### src/rtl/seg_disp_pkg.sv
// Shared constants for the seven-segment display scheduler: glyphs, anode
// patterns, FSM encodings and the 4-digit BCD limit.
package seg_disp_pkg;

    localparam logic [6:0] SEG_0     = 7'b0000001;
    localparam logic [6:0] SEG_1     = 7'b1001111;
    localparam logic [6:0] SEG_2     = 7'b0010010;
    localparam logic [6:0] SEG_3     = 7'b0000110;
    localparam logic [6:0] SEG_4     = 7'b1001100;
    localparam logic [6:0] SEG_5     = 7'b0100100;
    localparam logic [6:0] SEG_6     = 7'b0100000;
    localparam logic [6:0] SEG_7     = 7'b0001111;
    localparam logic [6:0] SEG_8     = 7'b0000000;
    localparam logic [6:0] SEG_9     = 7'b0000100;
    localparam logic [6:0] SEG_BLANK = 7'b1111111;
    localparam logic [6:0] SEG_DASH  = 7'b1111110;

    localparam logic [3:0] AN_D3  = 4'b0111;
    localparam logic [3:0] AN_D2  = 4'b1011;
    localparam logic [3:0] AN_D1  = 4'b1101;
    localparam logic [3:0] AN_D0  = 4'b1110;
    localparam logic [3:0] AN_OFF = 4'b1111;

    localparam logic [1:0] ST_LOAD   = 2'd0;
    localparam logic [1:0] ST_SHIFT  = 2'd1;
    localparam logic [1:0] ST_COMMIT = 2'd2;

    localparam logic [15:0] BCD_MAX = 16'd9999;

    function automatic logic [6:0] seg_encode(input logic [3:0] d);
        case (d)
            4'd0:    return SEG_0;
            4'd1:    return SEG_1;
            4'd2:    return SEG_2;
            4'd3:    return SEG_3;
            4'd4:    return SEG_4;
            4'd5:    return SEG_5;
            4'd6:    return SEG_6;
            4'd7:    return SEG_7;
            4'd8:    return SEG_8;
            4'd9:    return SEG_9;
            default: return SEG_BLANK;
        endcase
    endfunction

endpackage

### src/rtl/seg_display_scheduler_bin2bcd_seq.sv
// Sequential double-dabble converter: 16 shift cycles after start, done marks
// the final shift so the caller can commit on the following cycle.
module bin2bcd_seq
    import seg_disp_pkg::*;
(
    input  logic        clk_100mhz,
    input  logic        reset,
    input  logic        start,
    input  logic [15:0] bin_in,
    output logic        done,
    output logic [15:0] bcd,
    output logic        ovf
);

    logic [15:0] shreg;
    logic [15:0] bcd_adj;
    logic [3:0]  cnt;
    logic        busy;

    always_comb begin
        bcd_adj = bcd;
        for (int unsigned i = 0; i < 4; i++) begin
            if (bcd[4*i +: 4] >= 4'd5)
                bcd_adj[4*i +: 4] = bcd[4*i +: 4] + 4'd3;
        end
    end

    assign done = busy && (cnt == 4'd15);

    always_ff @(posedge clk_100mhz or negedge reset) begin
        if (!reset) begin
            shreg <= '0;
            bcd   <= '0;
            ovf   <= 1'b0;
            cnt   <= '0;
            busy  <= 1'b0;
        end else if (start) begin
            shreg <= bin_in;
            bcd   <= '0;
            ovf   <= (bin_in > BCD_MAX);
            cnt   <= '0;
            busy  <= 1'b1;
        end else if (busy) begin
            bcd   <= {bcd_adj[14:0], shreg[15]};
            shreg <= {shreg[14:0], 1'b0};
            cnt   <= cnt + 4'd1;
            if (cnt == 4'd15)
                busy <= 1'b0;
        end
    end

endmodule

### src/rtl/seg_display_scheduler.sv
// Shares the 4-digit multiplexed display between NUM_SRC 16-bit sources,
// converting the selected value to BCD continuously (18-cycle loop).
module seg_display_scheduler
    import seg_disp_pkg::*;
#(
    parameter int unsigned NUM_SRC      = 4,
    parameter int unsigned SEL_W        = 2,
    parameter int unsigned DWELL_CYCLES = 100000000,
    parameter int unsigned SCAN_MSB     = 19,
    parameter bit          BLANK_LZ     = 1'b1
) (
    input  logic                   clk_100mhz,
    input  logic                   reset,
    input  logic [NUM_SRC*16-1:0]  src_data,
    input  logic                   mode_auto,
    input  logic [SEL_W-1:0]       manual_sel,
    output logic [3:0]             Anode_Activate,
    output logic [6:0]             LED_out,
    output logic                   dp_out,
    output logic [SEL_W-1:0]       cur_src,
    output logic                   conv_busy
);

    localparam int unsigned DW = (DWELL_CYCLES > 1) ? $clog2(DWELL_CYCLES) : 1;

    logic [1:0]         state, state_nx;
    logic [SEL_W-1:0]   sel_nx, sel_q, rot_idx;
    logic [DW-1:0]      dwell_cnt;
    logic [15:0]        load_val, eng_bcd, disp_bcd;
    logic               eng_done, eng_ovf, disp_ovf;
    logic [SCAN_MSB:0]  refresh_counter;
    logic [1:0]         digit;
    logic [3:0]         an_nx, dig;
    logic [6:0]         seg_nx;
    logic               dp_nx, lead_zero;

    bin2bcd_seq u_bin2bcd (
        .clk_100mhz (clk_100mhz),
        .reset      (reset),
        .start      (state == ST_LOAD),
        .bin_in     (load_val),
        .done       (eng_done),
        .bcd        (eng_bcd),
        .ovf        (eng_ovf)
    );

    always_comb begin
        state_nx = state;
        case (state)
            ST_LOAD:   state_nx = ST_SHIFT;
            ST_SHIFT:  if (eng_done) state_nx = ST_COMMIT;
            ST_COMMIT: state_nx = ST_LOAD;
            default:   state_nx = ST_LOAD;
        endcase
    end

    // Out-of-range manual selections fall back to source 0.
    always_comb begin
        if (mode_auto)
            sel_nx = rot_idx;
        else if (32'(manual_sel) >= NUM_SRC)
            sel_nx = '0;
        else
            sel_nx = manual_sel;
        load_val = '0;
        for (int unsigned i = 0; i < NUM_SRC; i++) begin
            if (32'(sel_nx) == i)
                load_val = src_data[16*i +: 16];
        end
    end

    always_ff @(posedge clk_100mhz or negedge reset) begin
        if (!reset) begin
            state     <= ST_LOAD;
            sel_q     <= '0;
            cur_src   <= '0;
            disp_bcd  <= '0;
            disp_ovf  <= 1'b0;
            conv_busy <= 1'b0;
        end else begin
            state     <= state_nx;
            conv_busy <= (state_nx != ST_COMMIT);
            if (state == ST_LOAD)
                sel_q <= sel_nx;
            if (state == ST_COMMIT) begin
                disp_bcd <= eng_bcd;
                disp_ovf <= eng_ovf;
                cur_src  <= sel_q;
            end
        end
    end

    always_ff @(posedge clk_100mhz or negedge reset) begin
        if (!reset) begin
            dwell_cnt <= '0;
            rot_idx   <= '0;
        end else if (!mode_auto) begin
            dwell_cnt <= '0;
            rot_idx   <= '0;
        end else if (dwell_cnt == DW'(DWELL_CYCLES - 1)) begin
            dwell_cnt <= '0;
            rot_idx   <= (rot_idx == SEL_W'(NUM_SRC - 1)) ? '0 : rot_idx + 1'b1;
        end else begin
            dwell_cnt <= dwell_cnt + 1'b1;
        end
    end

    assign digit = refresh_counter[SCAN_MSB -: 2];

    always_comb begin
        case (digit)
            2'd0: begin an_nx = AN_D3; dig = disp_bcd[15:12]; lead_zero = (disp_bcd[15:12] == '0); end
            2'd1: begin an_nx = AN_D2; dig = disp_bcd[11:8];  lead_zero = (disp_bcd[15:8]  == '0); end
            2'd2: begin an_nx = AN_D1; dig = disp_bcd[7:4];   lead_zero = (disp_bcd[15:4]  == '0); end
            default: begin an_nx = AN_D0; dig = disp_bcd[3:0]; lead_zero = 1'b0; end
        endcase
        if (disp_ovf)
            seg_nx = SEG_DASH;
        else if (BLANK_LZ && lead_zero)
            seg_nx = SEG_BLANK;
        else
            seg_nx = seg_encode(dig);
        dp_nx = (32'(cur_src) != 32'(digit));
    end

    always_ff @(posedge clk_100mhz or negedge reset) begin
        if (!reset) begin
            refresh_counter <= '0;
            Anode_Activate  <= AN_OFF;
            LED_out         <= SEG_BLANK;
            dp_out          <= 1'b1;
        end else begin
            refresh_counter <= refresh_counter + 1'b1;
            Anode_Activate  <= an_nx;
            LED_out         <= seg_nx;
            dp_out          <= dp_nx;
        end
    end

endmodule

### config.mk
export PLATFORM = sky130hd
export DESIGN_NAME = seg_display_scheduler
export DESIGN_NICKNAME = d
export VERILOG_FILES = /design/src/rtl/seg_disp_pkg.sv /design/src/rtl/seg_display_scheduler_bin2bcd_seq.sv /design/src/rtl/seg_display_scheduler.sv
export SDC_FILE = /design/constraint.sdc
export NUM_CORES = 1
export LEC_CHECK = 0
export CORE_UTILIZATION = 35
export CTS_BUF_LIST = sky130_fd_sc_hd__clkbuf_4 sky130_fd_sc_hd__clkbuf_8
export DETAILED_ROUTE_END_ITERATION = 6
export PLACE_DENSITY_LB_ADDON = 0.2
export SYNTH_ARGS = -nofsm -noshare
export SYNTH_HDL_FRONTEND = slang
export SYNTH_HIERARCHICAL = 1
export SYNTH_SLANG_ARGS = --single-unit
export TNS_END_PERCENT = 100
### constraint.sdc
create_clock -name clk_100mhz -period 2.91 [get_ports clk_100mhz]
set_clock_uncertainty 0.15 [all_clocks]
set_input_delay 0.4365 -clock clk_100mhz [delete_from_list [all_inputs] [get_ports clk_100mhz]]
set_output_delay 0.4365 -clock clk_100mhz [all_outputs]
set_load 0.01 [all_outputs]
==> results.json <==
{
  "cts_tree": "yes",
  "synth_cell_types": 60,
  "whs_ns": 0.323,
  "path_max_fanout": 10,
  "rrSetupSlack_ns": 0.46,
  "status": "finished clean",
  "fin_crit_sh_pct": 88.3,
  "clock-sinks": 123,
  "rsz0062_at_grt": "false",
  "firstDrtPassIters": 4,
  "end_kind": "flop",
  "fp.dieArea_sq_um": 18800,
  "detail-route-antenna-nets": 0,
  "synth_commonest_cells": "111 x dfrtp_1, 45 x nand2_1, 37 x o21ai_0",
  "synth_most_common_cell": "dfrtp_1",
  "design_area_sq_um": 7920,
  "start_util_pct": 35.6,
  "grt_max_degree": 70,
  "netlist_area_sq_um": 6380,
  "synthTopCellsByArea": "dfrtp_1 44%, mux4_2 5.3%, dfstp_2 4.9%",
  "synth_nets": 660,
  "slew_headroom_pct": 57.2,
  "drive_gt1_share_pct": 17.2,
  "synth.largest_area_cell": "dfrtp_1",
  "power_density_nw_per_um2": 580,
  "via_per_inst": 5.17,
  "yosysSeqAreaShare_pct": 48.5,
  "die_x_microns": 137,
  "antennaDiodeCount": 0,
  "finalMaxSlewViolations": 0,
  "io_buffers": 83,
  "arrival_ns": 2.72,
  "grt_pass1_wl_microns": 22600,
  "critical_path_class": "in -> reg",
  "min_period_ns": 2.57,
  "clk_latency_ns": 0.43,
  "synth_cells": 574,
  "wirelength_microns": 13200,
  "clkSlewWorstSetupHoldPaths_ns": 0.07,
  "cts_resized": 0,
  "worst_pin_slew_ns": 0.642,
  "grtUsageTotal_pct": 15.6,
  "worstRegToRegCells": 5,
  "setup_viol": 0,
  "ys.flop_type": "dfrtp_1",
  "maxCapViolations": 0,
  "hpwl_microns": 9560,
  "route.detailed.drc": 0,
  "power_mw": 4.59,
  "core-area_sq_um": 17900,
  "fillCellCount": 1652,
  "wire_per_inst_microns": 14.5,
  "final_nets": 754,
  "gp_congestion": 0.794,
  "ys_ff_latch": 123,
  "hp-class": "in -> async",
  "rr_endpoint": "dwell_cnt[26]$_DFF_PN0_",
  "grt_pass1_vias": 4807,
  "cts_root_buf": "clkbuf_8",
  "io_pins": 84,
  "dp_cells": 877,
  "grt-ovfl-total": 0,
  "die_y_microns": 137,
  "leakage_nw": 3.42,
  "syn-mean-instance-area_sq_um": 11.1,
  "drtIter0Drc": 226,
  "worstPathRequired_ns": 3.06,
  "ys_warn_count": 6,
  "start_kind": "input port",
  "synth-async-reset-ratio_pct": 100,
  "hold_viol": 0,
  "placementRows": 49,
  "max_freq_mhz": 389,
  "synth_top_area_share_pct": 43.5,
  "cts.path.max_buffers": 2,
  "antenna_found_initial": 0,
  "flow.area_growth_from_synthesis_pct": 24.1,
  "ir_worst_vdd_uv": 307,
  "cts_made_buffers": 17,
  "fin_tns_setup_ns": 0,
  "vias": 4706,
  "placed_area_sq_um": 7510,
  "stdcell_count": 910,
  "synth_edf_count": 0,
  "reg2reg_from": "dwell_cnt[0]$_DFF_PN0_",
  "htreeDepth": 4
}
==> cell type report <==
type                       instances  area, sq um  area share (%)
clock buffer                      30          357            4.51
sequential                       123         3090            39.1
multi-input combinational        397         3040            38.4
clock inverter                     2         35.0           0.443
inverter                          26         97.6            1.23
tap                              229          287            3.62
timing repair buffer             103         1010            12.7
==> per-stage QoR <==
step / setup WS [ns] / utilization (%)
finish: 0.340 / 44.2
global route: 0.241 / 44.2
CTS: 0.337 / 44.2
detailed placement: -0.143 / 42.0
global placement: -0.0512 / 42.0
floorplan: 0.174 / -
==> cell usage in the layout, fill, tap and decap left out, types with 7 or more instances in the layout <==
master / instances
clkdlybuf4s50_1: 82
dfstp_2: 12
nor3_1: 8
xor2_1: 21
clkbuf_8: 21
inv_1: 24
ha_1: 17
clkbuf_4: 9
and3_1: 7
or4_1: 10
or3_1: 7
mux2_2: 20
mux2i_1: 21
mux4_2: 15
xnor2_1: 16
o21ai_0: 37
nand2_1: 45
nand4_1: 15
nand3_1: 23
dfrtp_1: 110
nor2_1: 35
buf_4: 18
a21oi_1: 27
==> worst max-delay path, cell delays in order <==
cell and delay, ns:
clkdlybuf4s50_1 0.51, mux2i_2 0.33, buf_12 0.18, mux4_1 0.57, or4_1 0.50, nand4_1 0.12, a21oi_1 0.08
==> power by group <==
group | switching, mW | internal (mW) | leakage [nW] | total (mW)
Clock | 0.610 | 0.852 | 0.210 | 1.46
Combinational | 0.456 | 0.551 | 1.64 | 1.01
Sequential | 0.190 | 1.93 | 1.57 | 2.12
==> logic make-up (layout without fill, tap and decap cells) <==
| kind of cell | Yosys count | after routing | synth area share [%] |
|---|---|---|---|
| flip-flops | 123 | 123 | 48.5 |
| AO/OA/AOI/OAI | 95 | 95 | 9.12 |
| XOR/XNOR | 37 | 37 | 5.08 |
| adder cells (fa/ha/maj) | 17 | 17 | 3.33 |
| multiplexers | 63 | 63 | 14.6 |
| AND/OR/NAND/NOR | 185 | 185 | 15.4 |
| buffers and inverters | 54 | 161 | 4.04 |
==> worst max path at each step <==
stage	start	to	slack, ns
CTS	mode_auto	u_bin2bcd/ovf$_DFFE_PN0P_	0.34
detailed placement	mode_auto	u_bin2bcd/ovf$_DFFE_PN0P_	-0.14
floorplan	mode_auto	u_bin2bcd/ovf$_DFFE_PN0P_	0.17
global route	dwell_cnt[0]$_DFF_PN0_	dwell_cnt[26]$_DFF_PN0_	0.24
global placement	mode_auto	u_bin2bcd/ovf$_DFFE_PN0P_	-0.05
finish	mode_auto	u_bin2bcd/ovf$_DFFE_PN0P_	0.34
==> registers in the layout, summed over array words and instances, names as in the netlist, 2 cells and up <==
signal,cells
dwell_cnt,27
sel_q,2
u_bin2bcd/bcd,16
cur_src,2
rot_idx,2
state,2
u_bin2bcd/shreg,16
Anode_Activate,4
LED_out,7
u_bin2bcd/cnt,4
disp_bcd,16
refresh_counter,20
==> layer usage <==
metal  up-vias  global-route usage [%]  routed length, microns
met3        13                    4.93                     431
met4         0                    5.13                     141
met2        92                    26.1                    6590
met1      2339                    19.1                    6000
li1       2262                       -                       -
met5         -                       0                       0
==> timing repair <==
| action | in CTS | in global routing |
|---|---|---|
| endpoints found under the hold margin | 25 | 0 |
| hold buffers | 1 | 0 |
| buffers inserted | 0 | 0 |
| endpoints found under the setup margin | 0 | 0 |
No activity file was read; power rests on OpenSTA's default activity.
